### src/rtl/msg_pkg.sv
// rtl/msg_pkg.sv - shared types and width helpers for the message assembler
package msg_pkg;

    typedef logic [7:0] byte_t;

    // Assembler FSM: collecting bytes, or holding a complete message.
    typedef enum logic [0:0] {
        ST_FILL = 1'b0,
        ST_FULL = 1'b1
    } state_e;

    // Width of the write index into a MSG_LEN-byte buffer (at least 1 bit).
    function automatic int cnt_width(input int msg_len);
        return (msg_len > 1) ? $clog2(msg_len) : 1;
    endfunction

    // Width of a byte count that must reach MSG_LEN itself.
    function automatic int len_width(input int msg_len);
        return (msg_len > 0) ? $clog2(msg_len + 1) : 1;
    endfunction

endpackage

### src/rtl/msg_assembler.sv
// rtl/msg_assembler.sv - collects a byte stream into fixed-length messages
//
// Purpose: gathers MSG_LEN upstream bytes into msg_out and holds the message
// until downstream takes it. One bubble cycle separates consecutive messages.
// Optional feature macro: MSG_PAD_EN - a byte with in_last closes the message
// early, filling the unwritten tail with PAD_BYTE and reporting the short
// length on msg_len. Without it, in_last is ignored.
//
// Ports:
//   clk        rising-edge clock
//   rst        synchronous, active-high reset
//   in_valid   upstream byte valid
//   in_ready   byte accepted this cycle (FILL and not in reset)
//   in_data    upstream byte
//   in_last    final byte of a short message (MSG_PAD_EN only)
//   msg_out    assembled message, byte 0 first received
//   msg_valid  msg_out holds a complete message
//   msg_ready  downstream consumes the held message
//   msg_len    number of real (non-pad) bytes in msg_out
module msg_assembler
    import msg_pkg::*;
#(
    parameter int    MSG_LEN  = 9,
    parameter byte_t PAD_BYTE = 8'h00
) (
    input  logic                             clk,
    input  logic                             rst,
    input  logic                             in_valid,
    output logic                             in_ready,
    input  logic [7:0]                       in_data,
    input  logic                             in_last,
    output byte_t                            msg_out [0:MSG_LEN-1],
    output logic                             msg_valid,
    input  logic                             msg_ready,
    output logic [$clog2(MSG_LEN+1)-1:0]     msg_len
);

    localparam int CW = cnt_width(MSG_LEN);
    localparam int LW = len_width(MSG_LEN);

    state_e          r_state;
    logic [CW-1:0]   r_cnt;
    byte_t           r_buf [0:MSG_LEN-1];
    logic [LW-1:0]   r_len;

    logic            w_xfer;
    logic            w_last_byte;
    logic            w_close;

    assign in_ready    = (r_state == ST_FILL) && !rst;
    assign w_xfer      = in_valid && in_ready;
    assign w_last_byte = (r_cnt == CW'(MSG_LEN - 1));

`ifdef MSG_PAD_EN
    // A flagged last byte closes the message early; on the final slot it is
    // indistinguishable from a normal full message.
    assign w_close = w_last_byte || in_last;
`else
    logic w_unused_in_last;
    assign w_unused_in_last = in_last;
    assign w_close          = w_last_byte;
`endif

    always_ff @(posedge clk) begin
        if (rst) begin
            r_state <= ST_FILL;
            r_cnt   <= '0;
            r_len   <= '0;
            for (int i = 0; i < MSG_LEN; i++) begin
                r_buf[i] <= 8'h00;
            end
        end else begin
            case (r_state)
                ST_FILL: begin
                    if (w_xfer) begin
                        // Slots above the write index keep their old content
                        // unless the message is being closed with padding.
                        for (int i = 0; i < MSG_LEN; i++) begin
                            if (CW'(i) == r_cnt) begin
                                r_buf[i] <= in_data;
                            end
`ifdef MSG_PAD_EN
                            else if (in_last && (CW'(i) > r_cnt)) begin
                                r_buf[i] <= PAD_BYTE;
                            end
`endif
                        end
                        if (w_close) begin
                            // The index is left in place; it is cleared when
                            // the message is released.
                            r_state <= ST_FULL;
                            r_len   <= LW'(r_cnt) + LW'(1);
                        end else begin
                            r_cnt <= r_cnt + CW'(1);
                        end
                    end
                end
                ST_FULL: begin
                    // Release costs one cycle: in_ready only rises once the
                    // FSM is back in FILL, giving the inter-message bubble.
                    if (msg_ready) begin
                        r_state <= ST_FILL;
                        r_cnt   <= '0;
                    end
                end
                default: begin
                    r_state <= ST_FILL;
                    r_cnt   <= '0;
                end
            endcase
        end
    end

    assign msg_out   = r_buf;
    assign msg_valid = (r_state == ST_FULL);
    assign msg_len   = r_len;

endmodule

### config.mk
export PLATFORM = sky130hd
export DESIGN_NAME = msg_assembler
export DESIGN_NICKNAME = d
export VERILOG_FILES = /design/src/rtl/msg_pkg.sv /design/src/rtl/msg_assembler.sv
export SDC_FILE = /design/constraint.sdc
export NUM_CORES = 1
export LEC_CHECK = 0
export ABC_AREA = 1
export CORE_UTILIZATION = 44
export CTS_BUF_LIST = sky130_fd_sc_hd__clkbuf_8
export DETAILED_ROUTE_END_ITERATION = 8
export PLACE_DENSITY = 0.78
export SLEW_MARGIN = 20
export SYNTH_ARGS = -nofsm -noshare
export SYNTH_HDL_FRONTEND = slang
export SYNTH_SLANG_ARGS = --single-unit
### constraint.sdc
create_clock -name clk -period 1.5 [get_ports clk]
set_clock_uncertainty 0.1 [all_clocks]
set_input_delay 0.3 -clock clk [delete_from_list [all_inputs] [get_ports clk]]
set_output_delay 0.3 -clock clk [all_outputs]
set_load 0.01 [all_outputs]
==> summary.md <==
For this configuration, the core starts out at a cell density of 46.1%. After global routing the overflow that remains totals 0. In this run the mean area of a mapped cell was 7.58 um^2.

The number of antenna diodes in the final layout is 0. STA puts the critical path data required time at 1100 ps. The standard cell with the maximum stage delay on the critical path was sky130_fd_sc_hd__dfxtp_2. The run gives 0 as the post-CTS setup buffer count. When the netlist entered floorplanning its net count stood at 435. The later pin in the worst-skew pair is clocked with a latency of 350 ps. After detailed routing, the average wire length per cell comes to 12.5 um. Power spread over the standard cell area amounts to 907 mW/mm^2.

The post-synthesis cell count is 418, and the clock transition at the registers of the reported paths is 70 ps. Path category of the worst min-delay check: reg2reg. At the end of the flow, the number of nets in the layout was 541. In this run the worst path has a maximum fanout of 3. The cell with the most instances after synthesis is sky130_fd_sc_hd__nor2_1. The count of pins over their slew limit came out at 0. Traced cell by cell, the critical path runs through dlygate4sd2_1. For this block, the routed nets add up to 7790 um of wire. The minimum period implied by the final worst setup slack is 1440 ps. The worst vdd rail ir drop was 0.000600 V; the hold violation count in the final report was 0. Compared with the post-synthesis result, the final layout area differs by 38.6%.

The final route contains 2952 vias. For this run, the number of Yosys warnings is 0. The flop and latch count out of synthesis was 81; the number of buffer and inverter instances along the worst setup path was 1.

The run gives 2700 as the number of global-route vias before repair. The top cell type by area accounts for 51.2% of the synthesized area. The die height works out to 86.9 um.

For this run, the share of the core covered by cells in the final layout is 63.9%. In the routed layout, each cell is associated on average with a via count of 4.73. For the worst path arrival time, the log shows 1040 ps. CTS saw 81 sinks. The cell type with the highest aggregate area in the netlist is sky130_fd_sc_hd__dfxtp_1. The final setup violation count was 0; the horizontal extent of the die was 86.9 um. Counting the buffers created by CTS gives 9.

The region available for standard cell placement spans 0.00687 mm^2. The count of buffers added on input and output ports is 89. The number of enable-type register cells in the synthesized netlist was 0; the share of synthesized registers carrying an async set or reset was 0%. Slew at the pin with the worst max-slew slack: 260 ps. Number of distinct library cell variants in the gate-level netlist after synthesis: 22.

Ranked by instance count, the synthesized netlist is headed by sky130_fd_sc_hd__nor2_1 (140), sky130_fd_sc_hd__dfxtp_1 (81), sky130_fd_sc_hd__nand2_1 (75), sky130_fd_sc_hd__o21ai_0 (43), sky130_fd_sc_hd__inv_1 (20). Headroom to the max-slew limit came out at 82.6%. The routability-driven placement congestion ratio came out at 0.796. The count of antenna-violating nets left after detailed routing was 0. The tools report the nature of the critical path endpoint as a primary output. The filler cells instantiated in the layout total 643. The top-level I/O count was 91. The number of hold-repair buffers added at the cts stage came out at 0. The flow ran to the end, and the final reports show no timing, DRC or antenna violations. Counting along the longest clock path gives a buffer depth of 2.

The tools report the DRC violation total after the first TritonRoute iteration as 122. The post-detailed-route DRC marker count was 0. The H-tree was split into 3 levels. The post-synthesis cell area was 0.00317 mm^2; the share of synthesized area occupied by flip-flops and latches was 51.2%. Before antenna repair, the detailed router went through 4 iterations. The number of cell rows was 30; the maximum clock frequency was 696 MHz. In this design, the stage delay of the slowest critical-path cell is 400 ps. The first global-routing pass estimated 12400 um of wire.

The die covers 0.00754 mm^2. TritonCTS built the clock tree. Among all flip-flop cells after synthesis, the most frequent one is sky130_fd_sc_hd__dfxtp_1.

Global routing used 21.6% of the available tracks across all layers. The HPWL after detailed placement is 5650 um. The cell family contributing the most delay on the critical path was flip-flops. After synthesis, the cell types taking the most area are sky130_fd_sc_hd__dfxtp_1 (51%), sky130_fd_sc_hd__nor2_1 (17%), sky130_fd_sc_hd__nand2_1 (8.9%). The analysis attributes to cell leakage a power of 2.19 nW. Entering global routing, the biggest net connects 35 pins. The completed layout was analyzed and its total power is 0.00398 W.

The worst setup path is launched from a flop. The tool flagged a number of max-cap violations equal to 0. The tools report the clock root buffer master as sky130_fd_sc_hd__clkbuf_8. The run gives 0 as the number of antenna violations at the first check in global routing. The critical path is of the reg2out type. The share of final-layout standard cells stronger than drive strength 1 is 12.7%.

After layout, the worst path uses 95.8% of the clock period.
sequential cells by signal, summed over array words and instances (netlist names):
register and count:
msg_out 72, msg_len 4, r_cnt 4, msg_valid 1
metal layers:
metal	track usage, %	share of wire (%)	vias up
li1	-	-	1509
met1	27.0	43	1340
met2	36.4	48	89
met3	3.41	5.9	14
met4	10.8	2.4	0
met5	0	0	-
report_power, final:
| part | internal (W) | leakage [nW] | switching (W) |
|---|---|---|---|
| sequential | 0.00218 | 0.656 | 0.0000210 |
| clock | 0.000630 | 0.0802 | 0.000788 |
| combinational | 0.000143 | 1.45 | 0.000214 |
| total | 0.00296 | 2.19 | 0.00102 |
cell families after synthesis:
group / synth area share [%]
and+or+nand+nor: 31.7
adders and majority gates: 1.58
AOI/OAI and AO/OA: 9.00
xor gates and xnor gates: 0.277
DFF: 51.2
buffers and inverters: 6.28
worst paths after layout:
| kind | start | end | slack [ps] | cells past startpoint |
|---|---|---|---|---|
| min reg2reg | msg_len[2] | msg_len[2] | 380 | 2 |
| min | msg_len[2] | msg_len[2] | 380 | 2 |
| max | msg_valid | msg_valid | 60 | 1 |
| max reg2reg | r_cnt[1] | msg_out[68] | 90 | 7 |
timing repair:
item	in CTS	in global routing
gates cloned	0	0
pin swaps	0	4
setup endpoints to repair	81	63
resized for setup	82	16
final cells by class:
| cell class | count | area, um^2 | share of cell area (%) |
|---|---|---|---|
| clock buffers | 10 | 138 | 3.13 |
| clock inverters | 5 | 32.5 | 0.741 |
| inverters | 25 | 96.3 | 2.19 |
| multi-input cells | 296 | 1370 | 31.3 |
| flip-flops and latches | 81 | 1630 | 37.0 |
| well taps | 96 | 120 | 2.74 |
| repair buffers | 111 | 1010 | 22.9 |
layout by cell type, fill, tap and decap left out, types with 5 or more instances in the layout:
master / n
sky130_fd_sc_hd__dfxtp_1: 78
sky130_fd_sc_hd__buf_4: 17
sky130_fd_sc_hd__dlygate4sd2_1: 78
sky130_fd_sc_hd__inv_1: 18
sky130_fd_sc_hd__o21ai_0: 40
sky130_fd_sc_hd__clkbuf_8: 10
sky130_fd_sc_hd__inv_2: 5
sky130_fd_sc_hd__nand2_4: 6
sky130_fd_sc_hd__nor2_2: 5
sky130_fd_sc_hd__nor2_1: 135
sky130_fd_sc_hd__clkdlybuf4s50_1: 10
sky130_fd_sc_hd__a21oi_1: 13
sky130_fd_sc_hd__nand2_1: 75
through the flow:
stage	hold WS (ps)	std cells	TNS, ps	area, um^2	setup slack [ps]
final	379	624	0	4390	63.5
after global routing	403	624	-6.38	4390	-6.38
after CTS	378	624	0	4360	2.17
after detailed placement	364	609	-24300	4290	-401
after global placement	350	609	-23040	4290	-398
after floorplan	363	418	0	3170	34.2
No activity file was read; power rests on OpenSTA's default activity.
